`src/rtl/a23_cache_pkg.sv`:
```
// Shared definitions for the Amber 2 unified cache and its flush controller:
// flush FSM encoding, the 2 MB region field of a core address, and the
// default cache geometry.
package a23_cache_pkg;

  typedef enum logic [1:0] {
    ST_IDLE      = 2'd0,
    ST_WAIT_FILL = 2'd1,
    ST_SWEEP     = 2'd2,
    ST_DONE      = 2'd3
  } flush_state_e;

  // Address bits selecting one of 32 regions of 2 MB each.
  localparam int REGION_MSB = 25;
  localparam int REGION_LSB = 21;

  // Cache geometry shared between the cache and the flush controller.
  localparam int A23_CACHE_LINES = 256;
  localparam int A23_CACHE_WAYS  = 4;

endpackage

```
`src/rtl/a23_flush_trigger.sv`:
```
// Purely combinational flush trigger decode: CP15 flush pulse, optionally
// ORed with a core write landing in a region marked disruptive.
// Build option: A23_FLUSH_DISRUPTIVE_EN enables the disruptive-region source;
// without it only i_flush_req triggers and the core access inputs are ignored.
module a23_flush_trigger
  import a23_cache_pkg::*;
(
  input  logic        i_flush_req,
  input  logic        i_core_req,
  input  logic        i_core_write,
  input  logic [31:0] i_core_addr,
  input  logic [31:0] i_disruptive_area,
  output logic        o_trigger
);

`ifdef A23_FLUSH_DISRUPTIVE_EN
  logic [4:0] region;
  logic       disruptive_wr;
  // Only the region field of the address matters here.
  logic       unused_addr_bits;

  assign unused_addr_bits = &{1'b0, i_core_addr[31:REGION_MSB+1], i_core_addr[REGION_LSB-1:0]};
  assign region           = i_core_addr[REGION_MSB:REGION_LSB];
  // Fires on hit or miss alike; reads never disturb the cache contents.
  assign disruptive_wr    = i_core_req & i_core_write & i_disruptive_area[region];
  assign o_trigger        = i_flush_req | disruptive_wr;
`else
  // Core access inputs are intentionally ignored in this build.
  logic unused_core_inputs;

  assign unused_core_inputs = &{1'b0, i_core_req, i_core_write, i_core_addr, i_disruptive_area};
  assign o_trigger          = i_flush_req;
`endif

endmodule

```
`src/rtl/a23_cache_flush_ctrl.sv`:
```
// Whole-cache invalidation sequencer. Sweeps every line index writing
// valid=0 to all ways, holding the pipeline stalled until the sweep is done.
// Reset itself starts a sweep because the tag RAM has no reset.
// Build option: A23_FLUSH_DISRUPTIVE_EN (see a23_flush_trigger).
module a23_cache_flush_ctrl
  import a23_cache_pkg::*;
#(
  parameter  int LINES  = A23_CACHE_LINES,
  parameter  int WAYS   = A23_CACHE_WAYS,
  localparam int LINE_W = $clog2(LINES)
) (
  input  logic              i_clk,
  input  logic              i_reset,
  input  logic              i_flush_req,
  input  logic              i_core_req,
  input  logic              i_core_write,
  input  logic [31:0]       i_core_addr,
  input  logic [31:0]       i_disruptive_area,
  input  logic              i_fill_busy,
  output logic              o_stall,
  output logic              o_busy,
  output logic              o_tag_wr_en,
  output logic [LINE_W-1:0] o_tag_wr_addr,
  output logic [WAYS-1:0]   o_tag_wr_ways,
  output logic              o_flush_done
);

  localparam logic [LINE_W-1:0] LAST_IDX = LINE_W'(LINES - 1);

  flush_state_e      state_q, state_d;
  logic [LINE_W-1:0] idx_q, idx_d;
  logic              busy_q, busy_d;
  logic              trigger;

  a23_flush_trigger u_trigger (
    .i_flush_req       (i_flush_req),
    .i_core_req        (i_core_req),
    .i_core_write      (i_core_write),
    .i_core_addr       (i_core_addr),
    .i_disruptive_area (i_disruptive_area),
    .o_trigger         (trigger)
  );

  // Next state and sweep index; triggers outside IDLE are simply absorbed.
  always_comb begin
    state_d = state_q;
    idx_d   = idx_q;
    unique case (state_q)
      ST_IDLE: begin
        if (trigger) begin
          if (i_fill_busy) begin
            state_d = ST_WAIT_FILL;
          end else begin
            state_d = ST_SWEEP;
            idx_d   = '0;
          end
        end
      end
      ST_WAIT_FILL: begin
        if (!i_fill_busy) begin
          state_d = ST_SWEEP;
          idx_d   = '0;
        end
      end
      ST_SWEEP: begin
        // Index holds at the last line rather than wrapping.
        if (idx_q == LAST_IDX) state_d = ST_DONE;
        else                   idx_d   = idx_q + LINE_W'(1);
      end
      ST_DONE: state_d = ST_IDLE;
      default: state_d = ST_IDLE;
    endcase
    busy_d = (state_d != ST_IDLE);
  end

  // State registers; reset parks the FSM at the start of a sweep.
  always_ff @(posedge i_clk) begin
    if (i_reset) begin
      state_q <= ST_SWEEP;
      idx_q   <= '0;
      busy_q  <= 1'b1;
    end else begin
      state_q <= state_d;
      idx_q   <= idx_d;
      busy_q  <= busy_d;
    end
  end

  // Tag writes and done are masked while reset is held so nothing is written
  // before the sweep actually begins.
  assign o_tag_wr_en   = (state_q == ST_SWEEP) & ~i_reset;
  assign o_tag_wr_addr = idx_q;
  assign o_tag_wr_ways = {WAYS{o_tag_wr_en}};
  assign o_flush_done  = (state_q == ST_DONE) & ~i_reset;
  assign o_busy        = busy_q;
  // Combinational from trigger so the triggering access itself is stalled.
  assign o_stall       = i_reset | busy_q | trigger;

endmodule

```
`config.mk`:
```
export PLATFORM = sky130hd
export DESIGN_NAME = a23_cache_flush_ctrl
export DESIGN_NICKNAME = d
export VERILOG_FILES = /design/src/rtl/a23_cache_pkg.sv /design/src/rtl/a23_flush_trigger.sv /design/src/rtl/a23_cache_flush_ctrl.sv
export SDC_FILE = /design/constraint.sdc
export NUM_CORES = 1
export LEC_CHECK = 0
export CAP_MARGIN = 20
export CORE_MARGIN = 5
export CORE_UTILIZATION = 26
export CTS_CLUSTER_DIAMETER = 60
export CTS_CLUSTER_SIZE = 14
export DETAILED_ROUTE_END_ITERATION = 8
export PLACE_DENSITY = 0.86
export SETUP_SLACK_MARGIN = 0.4
export SYNTH_ARGS = -nofsm -noshare
export SYNTH_HDL_FRONTEND = slang
export SYNTH_SLANG_ARGS = --single-unit
```
`constraint.sdc`:
```
create_clock -name i_clk -period 2.2 [get_ports i_clk]
set_input_delay 0.66 -clock i_clk [delete_from_list [all_inputs] [get_ports i_clk]]
set_output_delay 0.66 -clock i_clk [all_outputs]
set_load 0.01 [all_outputs]
```
==> results.toml <==
[final_layout]
n_fill_cell = 241
fin_nets = 171
n_antenna_cell = 0
synthToLayoutAreaGrowth_pct = 47.9
final_cells = 127
postLayoutCellArea_um2 = 916
drive_above_1_share_pct = 37.4
final_util_pct = 41.0

[power_and_ir_drop]
p_seq_share_pct = 51.2
power_density_nw_per_um2 = 453
clockPowerShare_pct = 34.0
vdd_drop_max_mv = 0.381
swShare_pct = 25.4
cell_internal_pwr_mw = 0.310
p_leak_nw = 0.392
comb_power_share_pct = 14.8
switching_power_mw = 0.105

[flow_run]
drv_cap = 0

[global_route]
grt_pass1_vias = 668
grtUsageMet3_pct = 3.95
met1_usage_pct = 12.7
grt.overflow.total = 0
antenna_found_initial = 0
grt_pass1_wl_um = 2800
grt_max_degree = 9
grt.total_usage_pct = 10.5
met2_usage_pct = 17.4
globalRoute.busiestLayer = "met2"

[worst_setup_path]
crit_type = "input port to output port"
worstPathArrival_ps = 1250
cp-end-kind = "output port"
cp_max_fo = 2
cp_data_required_time_ps = 1540
worst_setup_path_start_kind = "input port"

[die]
die_area_um2 = 3460
initial_core_util_pct = 27.7
chipWidth_um = 58.8
fp-row-count = 17
boundaryPins = 86
core_um2 = 2230
dieHeight_um = 58.8

[clock_network]
ctsHoldBuffers = 0
clockBufferDepth = 2
cts_buffers = 3
clk_pin_slew_ps = 70
cts_max_level = 1
tritoncts = "built"
cts_root_buf = "clkbuf_4"
cts_sinks = 11
clock_latency_ps = 280

[placement]
dp.cells = 123
place_area_um2 = 876
dpl.hpwl_um = 1250
port_buffers = 19
place_congestion = 0.793

[yosys]
synth_top_flop_cell = "dfxtp_1"
synth_edf_count = 0
ys_types = 33
async_flop_share_pct = 0
syn_nets = 145
syn_area_um2 = 619
synth-seq-area-share_pct = 35.6
yosysWarnings = 0
ys_ff_latch = 11
synth_cells = 74
avgSynthCellArea_um2 = 8.37

[sta]
setup_viol_count_final = 0
fin_tns_setup_ps = 0
hold_viol_final = 0
rsz0062_at_grt = "yes"
tightestPinTransition_ps = 303
finClkSkew_ps = 3.70
finalCriticalPeriod_ps = 1910
fmax_mhz = 523
slew_violations = 0
final.period_utilization_pct = 87.0
slew_headroom_pct = 79.6

[detailed_routing]
viasPerCell = 5.00
wirelength_um = 1620
drtPass1Iterations = 4
drc = 0
wl_per_cell_um = 12.7
drt_iter0_markers = 6
vias = 635
postRouteAntennaNets = 0

[status]
outcome = "completed"

[hold_path]
hp-class = "flip-flop to flip-flop"
[per-stage QoR]
stage,worst slack [ps],power (mW),hold WS (ps)
2_1_floorplan,353,0.248,532
3_3_place_gp,-424,0.275,525
3_5_place_dp,-444,0.277,538
4_1_cts,289,0.420,534
5_1_grt,274,0.438,557
6_report,287,0.415,530
[registers in the layout (all words and copies together) (netlist names)]
name and flops:
state_q 2, o_tag_wr_addr 8, o_busy 1
[routing by layer]
metal,up-vias,wire [um]
met5,-,0
met4,0,16
met3,2,128
met2,29,689
met1,283,783
li1,321,-
[path summary, 6_finish.rpt]
path / start / to / slack, ps / depth (start not counted)
worst min-delay path: o_tag_wr_addr[4] / o_tag_wr_addr[4] / 530 / 2
worst max-delay path: i_flush_req / o_stall / 290 / 3
worst min register to register: o_tag_wr_addr[4] / o_tag_wr_addr[4] / 530 / 2
worst max register to register: o_tag_wr_addr[1] / o_tag_wr_addr[0] / 580 / 5
[repair_timing]
action                                  in CTS  in global routing
endpoints found under the setup margin      17                  7
pin swaps                                    2                  1
setup buffers                                0                  0
resized for setup                           62                  3
[synth_stat cells, drive strengths merged, types with 2 or more instances]
library cell | count | area, um^2
a21o | 2 | 15.0
a21oi | 6 | 30.0
and3 | 2 | 12.5
buf | 4 | 30.0
dfxtp | 11 | 220
inv | 2 | 7.51
nand2 | 5 | 18.8
nand3 | 3 | 15.0
nand3b | 3 | 22.5
nand4 | 2 | 27.5
nor2 | 8 | 30.0
nor4 | 2 | 12.5
o21ai | 4 | 20.0
or3 | 4 | 30.0
[power by group through the flow]
stage | sequential (mW) | clock, mW | combinational (mW)
2_1_floorplan | 0.216 | 0 | 0.0320
3_3_place_gp | 0.215 | 0 | 0.0599
3_5_place_dp | 0.216 | 0 | 0.0616
4_1_cts | 0.212 | 0.147 | 0.0601
5_1_grt | 0.213 | 0.158 | 0.0672
6_report | 0.212 | 0.141 | 0.0615
[worst max-delay path, stage by stage]
cell and delay, ps:
buf_6 90, or3_4 370, buf_6 130
[cell type report]
class | instances | area (um^2) | area share (%)
multi-input cells | 56 | 375 | 41.0
repair buffers | 26 | 240 | 26.2
flip-flops and latches | 11 | 231 | 25.3
well taps | 28 | 35.0 | 3.83
clock buffers | 4 | 26.3 | 2.87
inverters | 2 | 7.51 | 0.820
[placed cells by master, fill, tap and decap left out, types with 3 or more instances in the layout]
| cell type | instances |
|---|---|
| clkbuf_4 | 3 |
| o21ai_0 | 3 |
| nand3b_1 | 3 |
| nand3_1 | 3 |
| a21oi_1 | 6 |
| buf_6 | 9 |
| dlygate4sd2_1 | 9 |
| nand2_1 | 5 |
| buf_4 | 6 |
| nor2_1 | 6 |
| dfxtp_2 | 9 |
[logic make-up (layout without fill, tap and decap cells)]
kind of cell,count (synthesis),in the layout,synth area share [%]
muxes,1,1,1.82
DFF,11,11,35.6
xor gates and xnor gates,1,1,1.41
AOI/OAI and AO/OA,20,20,21.4
and+or+nand+nor,33,33,31.1
adders and majority gates,1,1,2.02
buffers and inverters,7,32,6.67
No activity file was read; power rests on OpenSTA's default activity.
